--- src/rtl/guia_1103_serializer.sv ---
// Parallel-to-serial converter feeding the serial "1010" detector: one WIDTH-bit word per
// valid/ready handshake, shifted out MSB- or LSB-first, with an optional idle gap between words.
module guia_1103_serializer #(
    parameter int WIDTH      = 8,
    parameter bit MSB_FIRST  = 1'b1,
    parameter int GAP_CYCLES = 0
) (
    input  logic             clk,
    input  logic             reset,
    input  logic [WIDTH-1:0] din,
    input  logic             load_valid,
    output logic             load_ready,
    output logic             x,
    output logic             x_valid,
    output logic             busy,
    output logic             done
);

    localparam int            CW       = (WIDTH > 2) ? $clog2(WIDTH) : 1;
    localparam logic [CW-1:0] LAST_IDX = CW'(WIDTH - 1);
    localparam logic [3:0]    GAP_LAST = (GAP_CYCLES > 0) ? 4'(GAP_CYCLES - 1) : 4'd0;

    typedef enum logic [1:0] {
        ST_IDLE  = 2'd0,
        ST_SHIFT = 2'd1,
        ST_GAP   = 2'd2
    } state_t;

    state_t           state_q;
    logic [WIDTH-1:0] shreg_q;
    logic [CW-1:0]    cnt_q;
    logic [3:0]       gap_q;
    logic             x_q;
    logic             x_valid_q;
    logic             done_q;
    logic             last_bit_s;
    logic             handshake_s;

    // Bit that leaves the word first, in the configured order.
    function automatic logic head_bit(input logic [WIDTH-1:0] w);
        if (MSB_FIRST) begin
            return w[WIDTH-1];
        end else begin
            return w[0];
        end
    endfunction

    // Word with its head bit consumed; vacated positions fill with zero.
    function automatic logic [WIDTH-1:0] rest_bits(input logic [WIDTH-1:0] w);
        if (MSB_FIRST) begin
            return {w[WIDTH-2:0], 1'b0};
        end else begin
            return {1'b0, w[WIDTH-1:1]};
        end
    endfunction

    assign last_bit_s  = (state_q == ST_SHIFT) && (cnt_q == LAST_IDX);
    assign load_ready  = (state_q == ST_IDLE) || ((GAP_CYCLES == 0) && last_bit_s);
    assign handshake_s = load_valid && load_ready;
    assign busy        = (state_q != ST_IDLE);
    assign x           = x_q;
    assign x_valid     = x_valid_q;
    assign done        = done_q;

    // Serializer FSM: state, shift register, counters and registered outputs.
    always_ff @(posedge clk) begin
        if (reset) begin
            state_q   <= ST_IDLE;
            shreg_q   <= '0;
            cnt_q     <= '0;
            gap_q     <= 4'd0;
            x_q       <= 1'b0;
            x_valid_q <= 1'b0;
            done_q    <= 1'b0;
        end else begin
            case (state_q)
                ST_IDLE: begin
                    done_q <= 1'b0;
                    if (handshake_s) begin
                        shreg_q   <= rest_bits(din);
                        x_q       <= head_bit(din);
                        x_valid_q <= 1'b1;
                        cnt_q     <= '0;
                        state_q   <= ST_SHIFT;
                    end else begin
                        x_q       <= 1'b0;
                        x_valid_q <= 1'b0;
                    end
                end
                ST_SHIFT: begin
                    if (cnt_q != LAST_IDX) begin
                        shreg_q   <= rest_bits(shreg_q);
                        x_q       <= head_bit(shreg_q);
                        x_valid_q <= 1'b1;
                        cnt_q     <= cnt_q + CW'(1);
                        done_q    <= (cnt_q + CW'(1) == LAST_IDX);
                    end else if (GAP_CYCLES > 0) begin
                        x_q       <= 1'b0;
                        x_valid_q <= 1'b0;
                        done_q    <= 1'b0;
                        gap_q     <= 4'd0;
                        state_q   <= ST_GAP;
                    end else if (handshake_s) begin
                        // Zero-gap reload: next word's first bit follows with no bubble.
                        shreg_q   <= rest_bits(din);
                        x_q       <= head_bit(din);
                        x_valid_q <= 1'b1;
                        done_q    <= 1'b0;
                        cnt_q     <= '0;
                    end else begin
                        x_q       <= 1'b0;
                        x_valid_q <= 1'b0;
                        done_q    <= 1'b0;
                        cnt_q     <= '0;
                        state_q   <= ST_IDLE;
                    end
                end
                ST_GAP: begin
                    x_q       <= 1'b0;
                    x_valid_q <= 1'b0;
                    done_q    <= 1'b0;
                    if (gap_q == GAP_LAST) begin
                        gap_q   <= 4'd0;
                        cnt_q   <= '0;
                        state_q <= ST_IDLE;
                    end else begin
                        gap_q <= gap_q + 4'd1;
                    end
                end
                default: begin
                    state_q   <= ST_IDLE;
                    x_q       <= 1'b0;
                    x_valid_q <= 1'b0;
                    done_q    <= 1'b0;
                    cnt_q     <= '0;
                    gap_q     <= 4'd0;
                end
            endcase
        end
    end

endmodule
--- config.mk ---
export PLATFORM = sky130hd
export DESIGN_NAME = guia_1103_serializer
export DESIGN_NICKNAME = d
export VERILOG_FILES = /design/src/rtl/guia_1103_serializer.sv
export SDC_FILE = /design/constraint.sdc
export NUM_CORES = 1
export LEC_CHECK = 0
export BUFFER_PORTS_ARGS = -buffer_cell sky130_fd_sc_hd__buf_2
export CAP_MARGIN = 5
export CORE_MARGIN = 1
export CORE_UTILIZATION = 44
export CTS_CLUSTER_SIZE = 20
export DETAILED_ROUTE_END_ITERATION = 10
export HOLD_SLACK_MARGIN = 0.12
export MAX_ROUTING_LAYER = met4
export PLACE_DENSITY = 0.71
export SYNTH_ARGS = -nofsm -noshare
export SYNTH_HDL_FRONTEND = slang
export SYNTH_SLANG_ARGS = --single-unit
--- constraint.sdc ---
create_clock -name clk -period 1.5 [get_ports clk]
set_clock_uncertainty 0.2 [all_clocks]
set_input_delay 0.3 -clock clk [delete_from_list [all_inputs] [get_ports clk]]
set_output_delay 0.3 -clock clk [all_outputs]
set_load 0.03 [all_outputs]
==> metrics, run 1 <==
status finished, violations left; failing checks negative setup slack; total CTS buffers 3; All-Layer GR Usage 0.1941; metal2 WL 769 um; clock-pin slew on the worst setup and hold paths 0.10 ns; Worst Hold Class in -> reg; wire length on met3 47 um; Die X 40.27 um; Worst Setup EP load_ready; layout cells sized above 1 0.5714; worst-margin pin slew 0.3803 ns; die footprint 1622 um^2; dpl cells 96; Die Y 40.27 um; Remaining DRCs 0; top routing layer used met4; DRT met1 WL 602 um; Finished Layout Cells 106; CP startpoint cnt_q[1]; Final Hold Fails 0; first-pass GRT wire length 2014 um; max_slew headroom 0.7464; wirelength, routed 1445 um; CP max FO 2; DR vias 564; port buffer count 15; Ys Warns 0; post-layout instance area 996.0 um^2; initial antenna violation count 0; most frequent cells in the layout dfxtp_1, buf_2; synthesis-to-layout area growth 54.56%; clk root buf clkbuf_4; RSZ-0062 raised after global routing true; Net Count, Synth 78; setup_tns -2.684 ns; worst vdd ir 0.0005906 V; Max Freq 542.4 MHz; Mapped Cells 64; post-route ant nets 0; r2r worst-path depth 9; pwr/cell area 883.3 nW/um^2; mapped cell area 644.4 um^2; Ant. Diodes 0; placed instance area 772.0 um^2; Worst Path Required 1.00 ns; RD Place Congestion 0.7811; Startpoint Class flip-flop; Reg-to-Reg Start cnt_q[1]; minimum clock period 1.844 ns; Placeable Area 1334 um^2; R2R Path End shreg_q[1]; clock latency on the worst-skew pair 0.29 ns; fin crit share 1.229; Max Transition Viols Final 0; Unique masters post-synth 18; TritonCTS clock tree yes; setup violators final 10; Max-cap violations 0; Max H-tree Level 1; vias in the first global route 510; CP Data Arrival Time 1.34 ns; Crit. End Element output port; WL/cell 13.63 um; Overflow after GRT 0; worst reg2reg setup slack -0.29 ns; DP HPWL 847.6 um; largest net degree at the start of global routing 16; Setup WS pre-CTS -0.1102 ns; total power draw 0.0008797 W; static leakage power 0.4298 nW; number of fill cells 95; post-synthesis sequential area ratio 0.4660; Via density 5.321; Cell Rows 13; Initial DRT Pass Iterations 4; Syn Area/Cell 10.07 um^2; crit path kind reg -> out; # IOs 16; Starting Density 0.4831; Max Root-Sink Buffers 2; Yosys reg bits 15; PnR worst setup slack -0.3436 ns; nets 106; initial drt markers 17; Clock Sinks 15
## registers in the layout (all words and copies together) (netlist names)
register / flops
shreg_q: 8
cnt_q: 3
x_valid: 1
x: 1
done: 1
state_q: 1
## kinds of logic (layout without fill, tap and decap cells)
kind of cell / count (synthesis) / count (layout) / synth area share
and+or+nand+nor: 22 / 22 / 0.1670
DFF: 15 / 15 / 0.4660
AOI/OAI and AO/OA: 11 / 11 / 0.1437
muxes: 7 / 7 / 0.1087
buffers and inverters: 6 / 33 / 0.05632
adders and majority gates: 3 / 3 / 0.05826
## metrics by stage
step           hold WS [ns]  utilization
6_report             0.1744       0.7467
5_1_grt              0.1731       0.7467
4_1_cts              0.1531       0.7008
3_5_place_dp         0.2631       0.5788
3_3_place_gp         0.2615       0.5788
2_1_floorplan        0.1728            -
## routing by layer
metal  GRT usage  vias up
met3     0.03889        4
met1      0.2088      267
li1            -      276
met5           -        -
met4     0.06667        0
met2      0.3508       17
## repair_timing
item / 4_1_cts / 5_1_grt
setup endpoints to repair: 13 / 14
endpoints found under the hold margin: 1 / 0
resized for setup: 21 / 11
gates cloned: 1 / 0
setup buffers: 2 / 2
hold buffers: 1 / 0
pin swaps: 5 / 5
## cell type report
type                    count  area [um^2]  share of cell area
well taps                  15        18.77             0.01884
multi-input cells          43        420.4              0.4221
repair buffers             26        212.7              0.2136
flip-flops and latches     15        302.8              0.3040
clock inverters             1        5.005            0.005025
clock buffers               3        22.52             0.02261
inverters                   3        13.76             0.01382
## worst max-delay path: stages (launching register included)
cell,delay (ns)
dfxtp_2,0.35
ha_4,0.16
ha_4,0.14
and2b_4,0.25
inv_4,0.03
buf_6,0.12
## synth_stat cells
library cell  number  area (um^2)
dfxtp_1           15        300.3
nor2_1            13        48.80
mux2i_1            7        70.07
a211oi_2           4        50.05
a21oi_1            4        20.02
a211oi_1           3        22.52
ha_1               3        37.54
nor3b_1            3        22.52
inv_1              2        7.510
nand2_1            2        7.510
and2b_4            1        10.01
buf_1              1        3.750
buf_4              1        7.510
buf_6              1        11.26
inv_4              1        6.260
nand3_1            1        5.000
nor3_1             1        5.000
nor4b_1            1        8.760
## where the power goes
group / switching [W] / internal [W]
clock: 0.000139 / 0.0000990
sequential: 0.0000207 / 0.000423
combinational: 0.0000977 / 0.0000998
total: 0.000258 / 0.000622
## worst min path at each step
stage / start / to / slack [ns] / cells past startpoint
final: din[5] / shreg_q[6] / 0.17 / 3
after CTS: din[3] / shreg_q[4] / 0.15 / 3
after floorplan: reset / shreg_q[1] / 0.17 / 1
after detailed placement: shreg_q[7] / x / 0.26 / 2
after global routing: din[5] / shreg_q[6] / 0.17 / 3
after global placement: shreg_q[7] / x / 0.26 / 2
Note: power is estimated with default switching activity, not from simulation.
==> run 2: changes to the inputs <==
--- a/config.mk
+++ b/config.mk
@@ -5,15 +5,16 @@
 export SDC_FILE = /design/constraint.sdc
 export NUM_CORES = 1
 export LEC_CHECK = 0
+export ABC_CLOCK_PERIOD_IN_PS = 2300
 export BUFFER_PORTS_ARGS = -buffer_cell sky130_fd_sc_hd__buf_2
 export CAP_MARGIN = 5
+export CORE_ASPECT_RATIO = 1.75
 export CORE_MARGIN = 1
-export CORE_UTILIZATION = 44
+export CORE_UTILIZATION = 26
 export CTS_CLUSTER_SIZE = 20
 export DETAILED_ROUTE_END_ITERATION = 10
 export HOLD_SLACK_MARGIN = 0.12
 export MAX_ROUTING_LAYER = met4
-export PLACE_DENSITY = 0.71
 export SYNTH_ARGS = -nofsm -noshare
 export SYNTH_HDL_FRONTEND = slang
 export SYNTH_SLANG_ARGS = --single-unit
==> constraint.sdc (replaced) <==
create_clock -name clk -period 2.3 [get_ports clk]
set_clock_uncertainty 0.2 [all_clocks]
set_input_delay 0.46 -clock clk [delete_from_list [all_inputs] [get_ports clk]]
set_output_delay 0.46 -clock clk [all_outputs]
set_load 0.03 [all_outputs]
==> metrics, run 2 (synthesis gave the netlist of run 1 again) <==
Initial DRT Pass Iterations 3 (was 4); top routing layer used met4 (unchanged); post-route ant nets 0 (unchanged); fin crit share 0.9292; DP HPWL 825.1 um (was 847.6 um); Max Freq 467.9 MHz; initial drt markers 11 (was 17); die footprint 2689 um^2 (was 1622 um^2); Clock Sinks 15 (unchanged); Largest Register shreg_q (unchanged); Worst Path Required 1.64 ns (was 1.00 ns); status completed (was finished, violations left); wirelength, routed 1134 um (was 1445 um); wire length on met3 45 um (was 47 um); largest net degree at the start of global routing 18 (was 16); synthesis-to-layout area growth 20.00% (was 54.56%); CP max FO 17 (was 2); Die Y 67.86 um (was 40.27 um); Resized cells post-CTS 0 (was 21); vias in the first global route 439 (was 510); minimum clock period 2.137 ns; DR vias 483 (was 564); Startpoint Class flip-flop (unchanged); number of flip-flops in the largest register 8 (unchanged); metal2 WL 562 um (was 769 um); DRT met1 WL 488 um (was 602 um); Crit. End Element output port (unchanged); biggest regs shreg_q x8, cnt_q x3 (unchanged); worst vdd ir 0.0005231 V (was 0.0005906 V); max_slew headroom 0.7920 (was 0.7464); # IOs 16 (unchanged); crit path kind reg -> out (unchanged); Final Hold Fails 0 (unchanged); setup violators final 0 (was 10); most frequent cells in the layout dfxtp_1, buf_2, nor2_1 (was dfxtp_1, buf_2); pwr/cell area 730.5 nW/um^2 (was 883.3 nW/um^2); Max Transition Viols Final 0 (unchanged); Via density 4.600 (was 5.321); RSZ-0062 raised after global routing false (was true); CTS Hold Bufs 0 (was 1); initial antenna violation count 0 (unchanged); Die X 39.63 um (was 40.27 um); Max-cap violations 0 (unchanged); CP Data Arrival Time 1.48 ns (was 1.34 ns); final core utilization 0.3359 (was 0.7467); Cell Rows 23 (was 13); Max Root-Sink Buffers 2 (unchanged); Max H-tree Level 1 (unchanged); clock-pin slew on the worst setup and hold paths 0.06 ns (was 0.10 ns); Placeable Area 2302 um^2 (was 1334 um^2); Ant. Diodes 0 (unchanged); Starting Density 0.2799 (was 0.4831); TritonCTS clock tree yes (unchanged); RD Place Congestion 0.6977 (was 0.7811); clk root buf clkbuf_8 (was clkbuf_4); All-Layer GR Usage 0.1033 (was 0.1941); Remaining DRCs 0 (unchanged); total CTS buffers 3 (unchanged); WL/cell 10.80 um (was 13.63 um); first-pass GRT wire length 1800 um (was 2014 um); port buffer count 15 (unchanged); nets 95 (was 106); clock latency on the worst-skew pair 0.24 ns (was 0.29 ns); Overflow after GRT 0 (unchanged); total power draw 0.0005649 W (was 0.0008797 W); setup_tns 0 ns (was -2.684 ns); Worst Hold Class reg -> reg (was in -> reg); Post CTS Setup Buffer Count 0 (was 2); worst-margin pin slew 0.3121 ns (was 0.3803 ns); layout cells sized above 1 0.3000 (was 0.5714); static leakage power 0.3504 nW (was 0.4298 nW)
[run 2: cell types whose count changed in the layout (fill, tap and decap cells not counted), moves of 3 or more]
| cell | change |
|---|---|
| buf_4 | -7 |
| clkbuf_8 | +3 |
| clkbuf_4 | -3 |
| a211oi_2 | -3 |
| nor2_1 | +7 |
| nor2_4 | -7 |
| a211oi_1 | +3 |
[run 2: per-stage QoR]
stage | setup slack (ns) | std cells | hold slack, ns | instance area, um^2
2_1_floorplan | 0.5311 | 64 | 0.2312 | 644.4
3_3_place_gp | 0.4385 | 101 | 0.2671 | 728.2
3_5_place_dp | 0.4249 | 101 | 0.2665 | 728.2
4_1_cts | 0.1539 | 105 | 0.2698 | 773.2
5_1_grt | 0.09515 | 105 | 0.2819 | 773.2
6_report | 0.1629 | 105 | 0.2692 | 773.2
[run 2: final timing paths]
path,depth (start not counted),from,slack [ns],endpoint
max,5,cnt_q[0],0.16,load_ready
min,2,shreg_q[7],0.27,x
min reg2reg,2,shreg_q[7],0.27,x
max reg2reg,5,cnt_q[0],0.75,shreg_q[2]
[run 2: critical path: stages (launching register included)]
cell     delay [ns]
dfxtp_1        0.32
ha_1           0.20
ha_1           0.17
and2b_4        0.27
inv_4          0.09
buf_2          0.19
[run 2: power by group]
part	total, W	switching [W]	internal, W
registers	0.000285	0.00000925	0.000276
clock network	0.000206	0.0000838	0.000123
logic	0.0000734	0.0000431	0.0000302
[run 2: routing by layer]
layer  GRT usage  vias up
li1            -      255
met1      0.1057      210
met2      0.1598       14
met3     0.01948        4
met4     0.09052        0
met5           -        -
[run 2: final cells by class]
cell class | count | area [um^2]
fill | 259 | 1529
tap | 25 | 31.28
sequential | 15 | 300.3
clock buffer | 4 | 45.04
inverter | 3 | 13.76
multi-input combinational | 43 | 307.8
timing repair buffer | 15 | 75.07
